### src/rtl/sop_lut.sv
// Registered N-input sum-of-products evaluator with a run-time reloadable minterm mask
// (serial bit load) and a truth-table sweep that reports the minterm count.
module sop_lut #(
    parameter int unsigned          N    = 3,
    parameter logic [(2**N)-1:0]    INIT = 8'h75
) (
    input  logic         clk,
    input  logic         rst_n,
    input  logic [N-1:0] in,
    input  logic         in_valid,
    output logic         out,
    output logic         out_valid,
    input  logic         load_start,
    input  logic         load_bit,
    input  logic         load_valid,
    output logic         load_done,
    input  logic         sweep_start,
    output logic [N-1:0] sweep_x,
    output logic         sweep_f,
    output logic         sweep_valid,
    output logic         sweep_done,
    output logic [N:0]   minterm_count,
    output logic         busy
);

    localparam int unsigned SIZE    = 2**N;
    localparam logic [N:0]  CNT_END = (N+1)'(SIZE);

    typedef enum logic [1:0] {
        IDLE,
        LOAD,
        SWEEP
    } state_t;

    state_t            state_q, state_d;
    logic [SIZE-1:0]   mask_q, mask_d;
    logic [SIZE-1:0]   shadow_q, shadow_d;
    logic [N:0]        cnt_q, cnt_d;
    logic              out_q, out_d;
    logic              out_valid_q, out_valid_d;
    logic              load_done_q, load_done_d;
    logic [N-1:0]      sweep_x_q, sweep_x_d;
    logic              sweep_f_q, sweep_f_d;
    logic              sweep_valid_q, sweep_valid_d;
    logic              sweep_done_q, sweep_done_d;
    logic [N:0]        count_q, count_d;

    always_comb begin
        state_d       = state_q;
        mask_d        = mask_q;
        shadow_d      = shadow_q;
        cnt_d         = cnt_q;
        out_d         = out_q;
        out_valid_d   = 1'b0;
        load_done_d   = 1'b0;
        sweep_x_d     = sweep_x_q;
        sweep_f_d     = sweep_f_q;
        sweep_valid_d = 1'b0;
        sweep_done_d  = 1'b0;
        count_d       = count_q;

        case (state_q)
            IDLE: begin
                if (in_valid) begin
                    out_d       = mask_q[in];
                    out_valid_d = 1'b1;
                end
                // Load has priority; a coincident sweep request is dropped.
                if (load_start) begin
                    state_d  = LOAD;
                    shadow_d = '0;
                    cnt_d    = '0;
                end else if (sweep_start) begin
                    state_d       = SWEEP;
                    sweep_x_d     = '0;
                    sweep_f_d     = mask_q[0];
                    sweep_valid_d = 1'b1;
                    count_d       = '0;
                end
            end

            LOAD: begin
                if (load_valid) begin
                    shadow_d[cnt_q[N-1:0]] = load_bit;
                    cnt_d                  = cnt_q + 1'b1;
                    // Commit the whole shadow at once so no partial mask is ever used.
                    if (cnt_d == CNT_END) begin
                        mask_d      = shadow_d;
                        load_done_d = 1'b1;
                        state_d     = IDLE;
                    end
                end
            end

            SWEEP: begin
                count_d = count_q + (N+1)'(sweep_f_q);
                if (sweep_x_q == '1) begin
                    sweep_f_d    = 1'b0;
                    sweep_done_d = 1'b1;
                    state_d      = IDLE;
                end else begin
                    sweep_x_d     = sweep_x_q + 1'b1;
                    sweep_f_d     = mask_q[sweep_x_d];
                    sweep_valid_d = 1'b1;
                end
            end

            default: state_d = IDLE;
        endcase
    end

    always_ff @(posedge clk) begin
        if (!rst_n) begin
            state_q       <= IDLE;
            mask_q        <= INIT;
            shadow_q      <= '0;
            cnt_q         <= '0;
            out_q         <= 1'b0;
            out_valid_q   <= 1'b0;
            load_done_q   <= 1'b0;
            sweep_x_q     <= '0;
            sweep_f_q     <= 1'b0;
            sweep_valid_q <= 1'b0;
            sweep_done_q  <= 1'b0;
            count_q       <= '0;
        end else begin
            state_q       <= state_d;
            mask_q        <= mask_d;
            shadow_q      <= shadow_d;
            cnt_q         <= cnt_d;
            out_q         <= out_d;
            out_valid_q   <= out_valid_d;
            load_done_q   <= load_done_d;
            sweep_x_q     <= sweep_x_d;
            sweep_f_q     <= sweep_f_d;
            sweep_valid_q <= sweep_valid_d;
            sweep_done_q  <= sweep_done_d;
            count_q       <= count_d;
        end
    end

    assign out           = out_q;
    assign out_valid     = out_valid_q;
    assign load_done     = load_done_q;
    assign sweep_x       = sweep_x_q;
    assign sweep_f       = sweep_f_q;
    assign sweep_valid   = sweep_valid_q;
    assign sweep_done    = sweep_done_q;
    assign minterm_count = count_q;
    assign busy          = (state_q != IDLE);

endmodule

### config.mk
export PLATFORM = sky130hd
export DESIGN_NAME = sop_lut
export DESIGN_NICKNAME = d
export VERILOG_FILES = /design/src/rtl/sop_lut.sv
export SDC_FILE = /design/constraint.sdc
export NUM_CORES = 1
export LEC_CHECK = 0
export CORE_MARGIN = 4
export CORE_UTILIZATION = 49
export DETAILED_ROUTE_END_ITERATION = 10
export PLACE_DENSITY_LB_ADDON = 0.3
export SYNTH_ARGS = -nofsm -noshare
export SYNTH_HDL_FRONTEND = slang
export SYNTH_SLANG_ARGS = --single-unit
### constraint.sdc
create_clock -name clk -period 1.75 [get_ports clk]
set_clock_uncertainty 0.2 [all_clocks]
set_input_delay 0.35 -clock clk [delete_from_list [all_inputs] [get_ports clk]]
set_output_delay 0.35 -clock clk [all_outputs]
set_load 0.01 [all_outputs]
* Yosys cells after proc, flatten, opt, wreduce, memory -nomap -nowiden
Cells that the tools add are included.
** Word-level totals
- Register bits after elaboration :: 35
- Bits in latches :: 0
- Bits in writable memories :: 0
- ROM bits :: 0
- Output and inout bits :: 14
- Memories :: 0
** Cells by class
- $add $sub $neg :: 3
- Multiply operators :: 0
- Div/mod/pow operators :: 0
- $lt $le $gt $ge :: 4
- Equality and inequality tests :: 12
- Shifts and indexed selects :: 0
- Multiplexer cells :: 37
- Bitwise operators :: 0
- Reduce and logical (&&, ||, !) cells :: 14
** Operators with widths (count)
- $mux W4 :: 4
- $mux W8 :: 2
- $pmux W4 S2 :: 2
- $pmux W8 S2 :: 1
- $ne A2 B2 Y1 const B :: 7
- $lt A3 B4 Y1 const B :: 3
- $mux W1 :: 12
- $reduce_and A3 Y1 :: 4
- $mux W2 :: 5
- $mux W3 :: 3
- $bwmux W8 :: 1
- $reduce_and A4 Y1 :: 2
- $bmux W1 S3 :: 2
- $pmux W2 S3 :: 1
- $pmux W3 S2 :: 1
- $reduce_and A2 Y1 :: 3
- $reduce_bool A2 Y1 :: 3
- $add A4 B1 Y4 :: 1
- $add A4 B1 Y4 const B :: 1
- $eq A4 B4 Y1 const B :: 1
- $pmux W1 S2 :: 2
- $add A3 B1 Y3 const B :: 1
- $demux W1 S3 :: 1
- $eq A3 B3 Y1 const B :: 1
- other kinds (6) :: 6

* Logic depth before layout (Yosys ltp)
Gate-level depths: netlist of run 1.
- Word-level depth :: 7
- Gate-level depth with buffers :: 6

* Worst setup path after synthesis of run 1
No wires, ideal clock.
- Path type :: reg-to-reg
- From :: register sweep_x_q[0] (netlist: sweep_x[0])
- To :: register sweep_f_q (netlist: sweep_f)
- Library setup time :: 0.123 ns
- Data arrival time :: 1.463 ns
- Required time :: 1.427 ns
- Setup slack :: -0.036 ns
- Cell stages (with the launch flop) :: 5
- Path buffers :: 0
- Clock period less this slack :: 1.786 ns
- Path through :: dfxtp_1 -> ha_1 -> mux4_2 -> o21ai_0 -> o22ai_1
** Between the ends
- Word-level cells in the longest chain between the ends :: 5
- Elaborated cells on any way between the ends :: 6
- Those cells by class :: add/sub (1); eq/ne (1); mux (4)
** Ends and longest elaborated chain
- start: declaration :: RTL line 42 : logic [N-1:0] sweep_x_q, sweep_x_d;
- start signal: assignment :: RTL line 134 : sweep_x_q <= sweep_x_d;
- $add A3 B1 Y3 :: RTL line 102 : sweep_x_d = sweep_x_q + 1'b1;
- $bmux W1 S3 :: RTL line 103 : sweep_f_d = mask_q[sweep_x_d];
- $mux W1 (implied by the code) :: RTL line 103
- $mux W1 (*) :: RTL line 97 : if (sweep_x_q == '1) begin
- $pmux W1 S2 (*) :: RTL line 62 : case (state_q)
- end signal: assignment :: RTL line 135 : sweep_f_q <= sweep_f_d;
- end: declaration :: RTL line 43 : logic sweep_f_q, sweep_f_d;
Every way passes the cells marked *; elsewhere a longest branch is shown, timed or not. The select of a mux whose other input is x is not followed.
A chain may end at the register's enable or synchronous reset.

* Final worst setup path of run 1
- From :: input load_valid
- To :: register shadow_q[6]
** Between the ends
- Word-level cells in the longest chain between the ends :: 2
** Ends and longest elaborated chain
- start: declaration :: RTL line 15 : input logic load_valid,
- $ne A2 B2 Y1 (no line)
- $reduce_and A3 Y1 (no line)
- end signal: assignment :: RTL line 129 : shadow_q <= shadow_d;
- end: declaration :: RTL line 37 : logic [SIZE-1:0] shadow_q, shadow_d;
No other way between the ends.

==> flow_metrics.tcl, run 1 <==
set metrics [dict create \
    layout.cells.non_filler 279 \
    cts-root-buf "clkbuf_8" \
    leakage_nw 1.09 \
    setup_viol 0 \
    cp.depth 6 \
    hold_path.class "flip-flop to flip-flop" \
    syn2layout_area_growth_pct 33.2 \
    start_kind "input port" \
    rows 21 \
    ant_nets 0 \
    path_buf_inv 2 \
    coreArea_um2 3440 \
    clkTransAtPathRegs_ns 0.07 \
    cp.arrival_ns 1.69 \
    routed_wl_mm 4.31 \
    synth_area_um2 1790 \
    avgSynthCellArea_um2 9.83 \
    yosys.area.top_type "dfxtp_1" \
    cts_hold_buf 0 \
    yosysTopAreaCellShare_pct 39.2 \
    netlist_instances 182 \
    die_h_um 68.4 \
    cp.required_ns 1.72 \
    status "completed" \
    critPathMaxFanout 10 \
    fp.dieArea_um2 4680 \
    synth_nets 197 \
    routed_via_density 5.66 \
    crit_path_top_delay_cell "clkdlybuf4s50_1" \
    synth_warnings 0 \
    whs_path_depth 1 \
    fin_nets 248 \
    place.gp.congestion 0.879 \
    floorplan.initialDensity_pct 52.0 \
    die_w_um 68.4 \
    route.detailed.drc 0 \
    cts_made_buffers 5 \
    vias 1578 \
    worst_slack_ns 0.0338 \
    num_antenna_cells 0 \
    ys_seq_area_share_pct 39.2 \
    clock_path_buffers 2 \
    post-cts-setup-buffer-count 0 \
    wl_per_cell_um 15.4 \
    drtIter0Drc 78 \
    min_period_over_period_pct 98.1 \
    clk_latency_ns 0.29 \
    grtUsageTotal_pct 21.4 \
    power_density_nw_per_um2 694 \
    first_global_vias 1628 \
    drive_above_1_share_pct 31.3 \
    cp_top_family "buffers and inverters" \
    final_util_pct 69.2 \
    tritoncts "built" \
    boundaryPins 24 \
    tightest_slew_ns 0.316 \
    maxClockFrequency_mhz 583 \
    slew_violations 0 \
    grt_pass1_wl_mm 7.31 \
    rsz0062_at_grt "no" \
    critPathCaptureType "flip-flop" \
    report.final.hold_viol_count 0 \
    htree_levels 2 \
    critical_path.max_stage_delay_ns 0.52 \
    period_needed_ns 1.72 \
    rr_worst_depth 5 \
    drv_cap 0 \
    crit_type "input port to flip-flop" \
    placed_cells 272 \
    hpwl_mm 3.31 \
    port_buffers 23 \
    vdd_drop_max_uv 569 \
    synth_area_leaders "dfxtp_1 39%, mux2i_1 6.2%, nor2_1 5.5%, mux4_2 3.8%, ha_1 3.5%" \
    dpl_worst_slack_ns -0.248 \
    clock-sinks 35 \
    gr-total-overflow 0 \
    grt_antenna_before_repair 0 \
    nFillCells 263 \
    slew_headroom_pct 79.0 \
    yosysUniqueCellTypes 44 \
    crit_chain "clkdlybuf4s50_1 > buf_4 > nand2_1 > a21o_1 > o21ai_0 > a21oi_1" \
    first_pass_iters 4 \
    setup-tns-final_ns 0 \
    grt_max_degree 13 \
    ys_ff_latch 35 \
]
[sequential cells by signal (all words and copies together), names as in the netlist]
name	cells
mask_q	8
shadow_q	8
cnt_q	4
minterm_count	4
sweep_x	3
state_q	2
load_done	1
out	1
out_valid	1
sweep_done	1
sweep_f	1
sweep_valid	1
[area by class of cell]
| type | count | area (µm²) | area share (%) |
|---|---|---|---|
| Clock buffer | 6 | 82.6 | 3.46 |
| Clock inverter | 1 | 5.00 | 0.210 |
| Multi-Input combinational cell | 133 | 1050 | 44.2 |
| Inverter | 3 | 11.3 | 0.472 |
| Tap cell | 46 | 57.6 | 2.41 |
| Timing Repair Buffer | 55 | 465 | 19.5 |
| Sequential cell | 35 | 708 | 29.7 |
[cells in the final DEF (no fill, tap or decap), types with 8 or more instances in the layout]
| cell type | instances |
|---|---|
| a21oi_1 | 9 |
| buf_4 | 32 |
| clkdlybuf4s50_1 | 13 |
| dfxtp_1 | 29 |
| dlygate4sd2_1 | 8 |
| mux2i_1 | 11 |
| nor2_1 | 26 |
[where the power goes]
part           switching [W]  leakage [nW]  internal [W]
clock network       0.000290        0.0470      0.000309
registers          0.0000126         0.286      0.000812
logic               0.000113         0.756      0.000119
[Yosys cell counts]
library cell	n
a21bo_2	1
nor2b_1	3
or2_0	1
clkbuf_1	4
buf_4	1
o211ai_2	5
a21oi_1	9
a2bb2oi_1	6
nand2_2	4
a21boi_0	2
o21a_1	2
o22ai_1	1
nor2_1	26
mux4_2	3
a211oi_4	1
a21o_1	1
mux2i_1	11
nand3b_4	2
a2111oi_0	1
nor3b_1	2
nand2b_1	2
nor3_2	1
dfxtp_1	35
buf_2	4
a211oi_1	4
a211o_1	1
and3_1	2
a22oi_1	5
buf_6	2
inv_1	3
nor3b_2	3
a32oi_1	1
ha_1	5
a311oi_1	1
and2_1	1
nand2_1	6
nand3b_1	5
o21ai_0	4
nand3_1	4
and3b_1	1
nor3_1	2
o21bai_1	2
mux2_2	1
nand4b_1	1
[metal layers]
layer	part of all wire (%)	GRT usage, %	vias up	wire length (µm)
li1	-	-	769	-
met1	42	24.8	749	1810
met2	50	36.1	51	2140
met3	6.0	5.58	9	257
met4	2.3	10.9	0	100
met5	0	0	-	0
[kinds of logic (layout without fill, tap and decap cells)]
group / after synthesis / in the layout / share of synthesized area [%]
AND/OR/NAND/NOR: 66 / 66 / 21.7
AO/OA/AOI/OAI: 47 / 47 / 20.8
flip-flops: 35 / 35 / 39.2
multiplexers: 15 / 15 / 10.6
buffers and inverters: 14 / 65 / 4.27
adder cells (fa/ha/maj): 5 / 5 / 3.50
[path summary, 6_finish.rpt]
path	from	end	slack (ns)
max reg2reg	cnt_q[0]	mask_q[0]	0.08
min	minterm_count[3]	minterm_count[3]	0.25
min reg2reg	minterm_count[3]	minterm_count[3]	0.25
max	load_valid	shadow_q[6]	0.03
[per-stage QoR]
step / hold WS, ns / total power, W / area (µm²)
detailed placement: 0.248 / 0.00107 / 2260
global route: 0.287 / 0.00173 / 2380
global placement: 0.234 / 0.00107 / 2260
floorplan: 0.249 / 0.000959 / 1800
finish: 0.253 / 0.00166 / 2380
CTS: 0.254 / 0.00166 / 2350
[repair_timing]
action                     4_1_cts  5_1_grt
gates resized for setup         15       10
setup endpoints to repair       17       10
pin swaps                        0        1
(Power assumes the default switching activity.)
==> run 2: changes to the inputs <==
Settings changed: CORE_UTILIZATION 49 to 45, SLEW_MARGIN set to 10.
==> run 2 against run 1 <==
  * Combinational power is 3% lower
  * Fmax shrank 0.94%
  * Utilization down 5.9 points
  * First-iteration DRC count grew 23%
  * Worst setup slack worse by 0.016 ns
  * Critical path type is now flip-flop to flip-flop
==> flow_metrics.tcl, run 2 (synthesis gave the netlist of run 1 again) <==
set metrics [dict create \
    slew_headroom_pct 74.9 \
    first_global_vias 1507 \
    place.gp.congestion 0.876 \
    fp.dieArea_um2 5050 \
    setup-tns-final_ns 0 \
    cts_hold_buf 0 \
    die_h_um 71.1 \
    gr-total-overflow 0 \
    power_density_nw_per_um2 695 \
    whs_path_depth 1 \
    route.detailed.drc 0 \
    drive_above_1_share_pct 30.0 \
    clock-sinks 35 \
    drv_cap 0 \
    cp.required_ns 1.72 \
    cts_made_buffers 5 \
    routed_wl_mm 4.40 \
    layout.cells.non_filler 278 \
    crit_path_top_delay_cell "dfxtp_1" \
    setup_viol 0 \
    fin_nets 245 \
    slew_violations 0 \
    vias 1551 \
    report.final.hold_viol_count 0 \
    tightest_slew_ns 0.376 \
    clk_latency_ns 0.29 \
    hold_path.class "flip-flop to flip-flop" \
    htree_levels 2 \
    ant_nets 0 \
    crit_type "flip-flop to flip-flop" \
    rsz0062_at_grt "yes" \
    top_layer "met4" \
    start_kind "flip-flop" \
    layout_commonest_cell "dfxtp_1" \
    grt_pass1_wl_mm 7.00 \
    grt_antenna_before_repair 0 \
    crit_chain "ha_4 > ha_1 > mux4_2 > o21ai_0 > o22ai_1" \
    clock_path_buffers 2 \
    vdd_drop_max_uv 472 \
    finalPower_w 0.00165 \
    top_regs "mask_q (8), shadow_q (8)" \
    boundaryPins 24 \
    num_antenna_cells 0 \
    clkTransAtPathRegs_ns 0.07 \
    first_pass_iters 4 \
    status "completed" \
    design_area_um2 2370 \
    drtIter0Drc 96 \
    cp.arrival_ns 1.71 \
    port_buffers 23 \
    critical_path.max_stage_delay_ns 0.35 \
    wl_met1_mm 1.80 \
    hpwl_mm 3.24 \
    die_w_um 71.1 \
    wl_met2_mm 2.29 \
    path_buf_inv 0 \
    tritoncts "built" \
    critPathMaxFanout 4 \
    min_period_over_period_pct 99.0 \
    floorplan.initialDensity_pct 47.8 \
    period_needed_ns 1.73 \
    route.met3.wl_um 267 \
    syn2layout_area_growth_pct 32.4 \
    rr_worst_depth 5 \
    cp_top_family "adder cells" \
    leakage_nw 1.07 \
    grtUsageTotal_pct 17.5 \
    cts-root-buf "clkbuf_8" \
    grt_max_degree 16 \
    coreArea_um2 3740 \
    rows 22 \
    final_cell_mix "29 x dfxtp_1, 28 x buf_4, 25 x nor2_1" \
    maxClockFrequency_mhz 577 \
    placed_cells 269 \
    cp.depth 5 \
    wl_per_cell_um 15.8 \
    routed_via_density 5.58 \
    critPathCaptureType "flip-flop" \
    place_area_um2 2240 \
]
run 2: routing by layer:
metal / track usage, % / up-vias
met5: 0 / -
met4: 6.05 / 0
met3: 4.97 / 10
met2: 30.5 / 61
met1: 20.3 / 720
li1: - / 760
run 2: timing repair:
action / CTS / global route
setup buffers: 1 / 1
endpoints found under the setup margin: 17 / 4
gates resized for setup: 19 / 6
pin swaps: 1 / 2
run 2: area by class of cell:
cell class                 count  area (µm²)
fill                         324        1370
multi-input combinational    133        1040
sequential                    35         718
timing repair buffer          52         452
clock buffer                   6        82.6
tap                           48        60.1
inverter                       3        11.3
clock inverter                 1        5.00
run 2: worst paths after layout:
path / startpoint / slack (ns) / endpoint
worst max-delay path: sweep_x[1] / 0.02 / sweep_f
worst min-delay path: minterm_count[3] / 0.26 / minterm_count[3]
worst max register to register: sweep_x[1] / 0.02 / sweep_f
worst min register to register: minterm_count[3] / 0.26 / minterm_count[3]
run 2: report_power, final:
group	internal (W)	switching [W]
combinational	0.000116	0.000110
sequential	0.000809	0.0000149
clock	0.000309	0.000289
run 2: through the flow:
stage | hold slack, ns | worst slack (ns) | utilization (%)
2_1_floorplan | 0.249 | 0.0360 | -
3_3_place_gp | 0.240 | -0.258 | 59.9
3_5_place_dp | 0.254 | -0.273 | 59.9
4_1_cts | 0.262 | 0.00106 | 62.6
5_1_grt | 0.287 | -0.0310 | 63.3
6_report | 0.261 | 0.0175 | 63.3
==> run 3: changes to the inputs <==
Settings changed: PLACE_DENSITY set to 0.7, PLACE_DENSITY_LB_ADDON 0.3 to unset, SETUP_SLACK_MARGIN set to 0.5.
==> run 3 against run 2 <==
  * Flip-flop and latch count unchanged
  * Critical endpoint unchanged
  * Worst setup slack better by 0.069 ns
  * Largest power group unchanged
  * Highest routed layer unchanged
  * Total power up 18%
  * Non-clock buffer count up 20
  * Critical path type unchanged
  * First-iteration DRC count up 34%
  * Die area unchanged
  * Utilization rose by 19 points
  * Sequential share of layout area down 6.0 points
==> flow_metrics.tcl, run 3 (synthesis gave the netlist of run 1 again) <==
set metrics [dict create \
    cts_hold_buf 0 \
    top_regs "mask_q (8), shadow_q (8)" \
    grt_pass1_wl_mm 8.34 \
    design_area_um2 3100 \
    clock-sinks 35 \
    r2r_start "sweep_x[0]" \
    die_w_um 71.1 \
    rsz0062_at_grt "yes" \
    grt_max_degree 22 \
    slew_headroom_pct 70.7 \
    switchingPower_w 0.000521 \
    grt_antenna_before_repair 0 \
    critPathCaptureType "flip-flop" \
    critPathMaxFanout 2 \
    drv_cap 0 \
    hpwl_mm 3.11 \
    hold_path.class "flip-flop to flip-flop" \
    leakage_nw 1.27 \
    fp.dieArea_um2 5050 \
    grtUsageTotal_pct 20.9 \
    clock_path_buffers 2 \
    htree_levels 2 \
    critical_path.max_stage_delay_ns 0.48 \
    setup_viol 0 \
    min-delay-start "shadow_q[6]" \
    wl_per_cell_um 20.9 \
    route.detailed.drc 0 \
    combPwrFrac_pct 19.5 \
    maxClockFrequency_mhz 601 \
    vdd_drop_max_uv 642 \
    worst_slack_ns 0.0866 \
    start_kind "flip-flop" \
    power_density_nw_per_um2 626 \
    boundaryPins 24 \
    routed_wl_mm 6.28 \
    rrSetupSlack_ns 0.09 \
    nFillCells 188 \
    gr-total-overflow 0 \
    crit_type "flip-flop to flip-flop" \
    crit_path_top_delay_cell "mux4_2" \
    period_needed_ns 1.66 \
    die_h_um 71.1 \
    vias 1773 \
    drive_above_1_share_pct 68.7 \
    pwr-share-seq_pct 42.3 \
    place_area_um2 2320 \
    clkTransAtPathRegs_ns 0.07 \
    finalPower_w 0.00194 \
    clk_latency_ns 0.29 \
    status "completed" \
    crit_chain "ha_4 > mux4_2 > o21ai_1 > o22ai_1" \
    cp.arrival_ns 1.64 \
    report.final.hold_viol_count 0 \
    path_buf_inv 0 \
    dpl_worst_slack_ns -0.258 \
    min_period_over_period_pct 95.1 \
    coreArea_um2 3740 \
    tritoncts "built" \
    num_antenna_cells 0 \
    power_frac_clock_pct 38.2 \
    routed_via_density 5.91 \
    multi_input_area_um2 1440 \
    setup-tns-final_ns 0 \
    floorplan.initialDensity_pct 47.8 \
    place.gp.congestion 0.791 \
    drtIter0Drc 129 \
    cp.required_ns 1.72 \
    cts-root-buf "clkbuf_8" \
    final_cell_mix "31 x buf_4, 20 x buf_6, 18 x nor2_1" \
    port_buffers 23 \
    first_global_vias 1745 \
    fin_nets 266 \
    cp_top_family "multiplexers" \
    worstSetupStartpoint "sweep_x[0]" \
    tightest_slew_ns 0.439 \
    seq_area_um2 753 \
    first_pass_iters 4 \
    slew_violations 0 \
    swShare_pct 26.9 \
    layout_commonest_cell "buf_4" \
    rows 22 \
    cts_made_buffers 5 \
    p_int_w 0.00142 \
    syn2layout_area_growth_pct 73.0 \
    ant_nets 0 \
]
## run 3: final cells by class
cell class | instances | area share [%]
Timing Repair Buffer | 72 | 23.1
Multi-Input combinational cell | 134 | 46.6
Tap cell | 48 | 1.94
Inverter | 3 | 0.364
Sequential cell | 35 | 24.3
Clock inverter | 3 | 1.41
Clock buffer | 5 | 2.22
## run 3: repair_timing
item / CTS / global route
gates resized for setup: 115 / 64
cloned: 1 / 1
endpoints found under the setup margin: 47 / 48
pin swaps: 16 / 20
buffers inserted: 24 / 8
## run 3: metal layers
metal  GRT usage, %  wire [µm]
met1           25.6       2640
met2           35.5       3210
met3           5.40        299
met4           7.10        133
met5              0          0
## run 3: power by group through the flow
stage                     logic (W)  clock network (W)  registers (W)
after global routing       0.000395           0.000800       0.000820
after global placement     0.000215                  0       0.000849
after CTS                  0.000305           0.000749       0.000816
after detailed placement   0.000221                  0       0.000850
after floorplan            0.000133                  0       0.000843
final                      0.000378           0.000741       0.000819
## run 3: worst min-delay path, cell delays in order, from the launching register on
cell and delay (ns):
dfxtp_1 0.33, o21ai_2 0.06, a21oi_1 0.07
## run 3: worst paths after layout
kind / cells after the start / endpoint
max: 4 / sweep_f
min: 2 / shadow_q[6]
max reg2reg: 4 / sweep_f
min reg2reg: 2 / shadow_q[6]
## run 3: per-stage QoR
step / std cells / util, % / hold WS, ns
detailed placement: 258 / 62.0 / 0.266
floorplan: 182 / - / 0.254
global route: 300 / 82.7 / 0.316
global placement: 258 / 62.0 / 0.236
finish: 300 / 82.7 / 0.300
CTS: 291 / 73.8 / 0.289
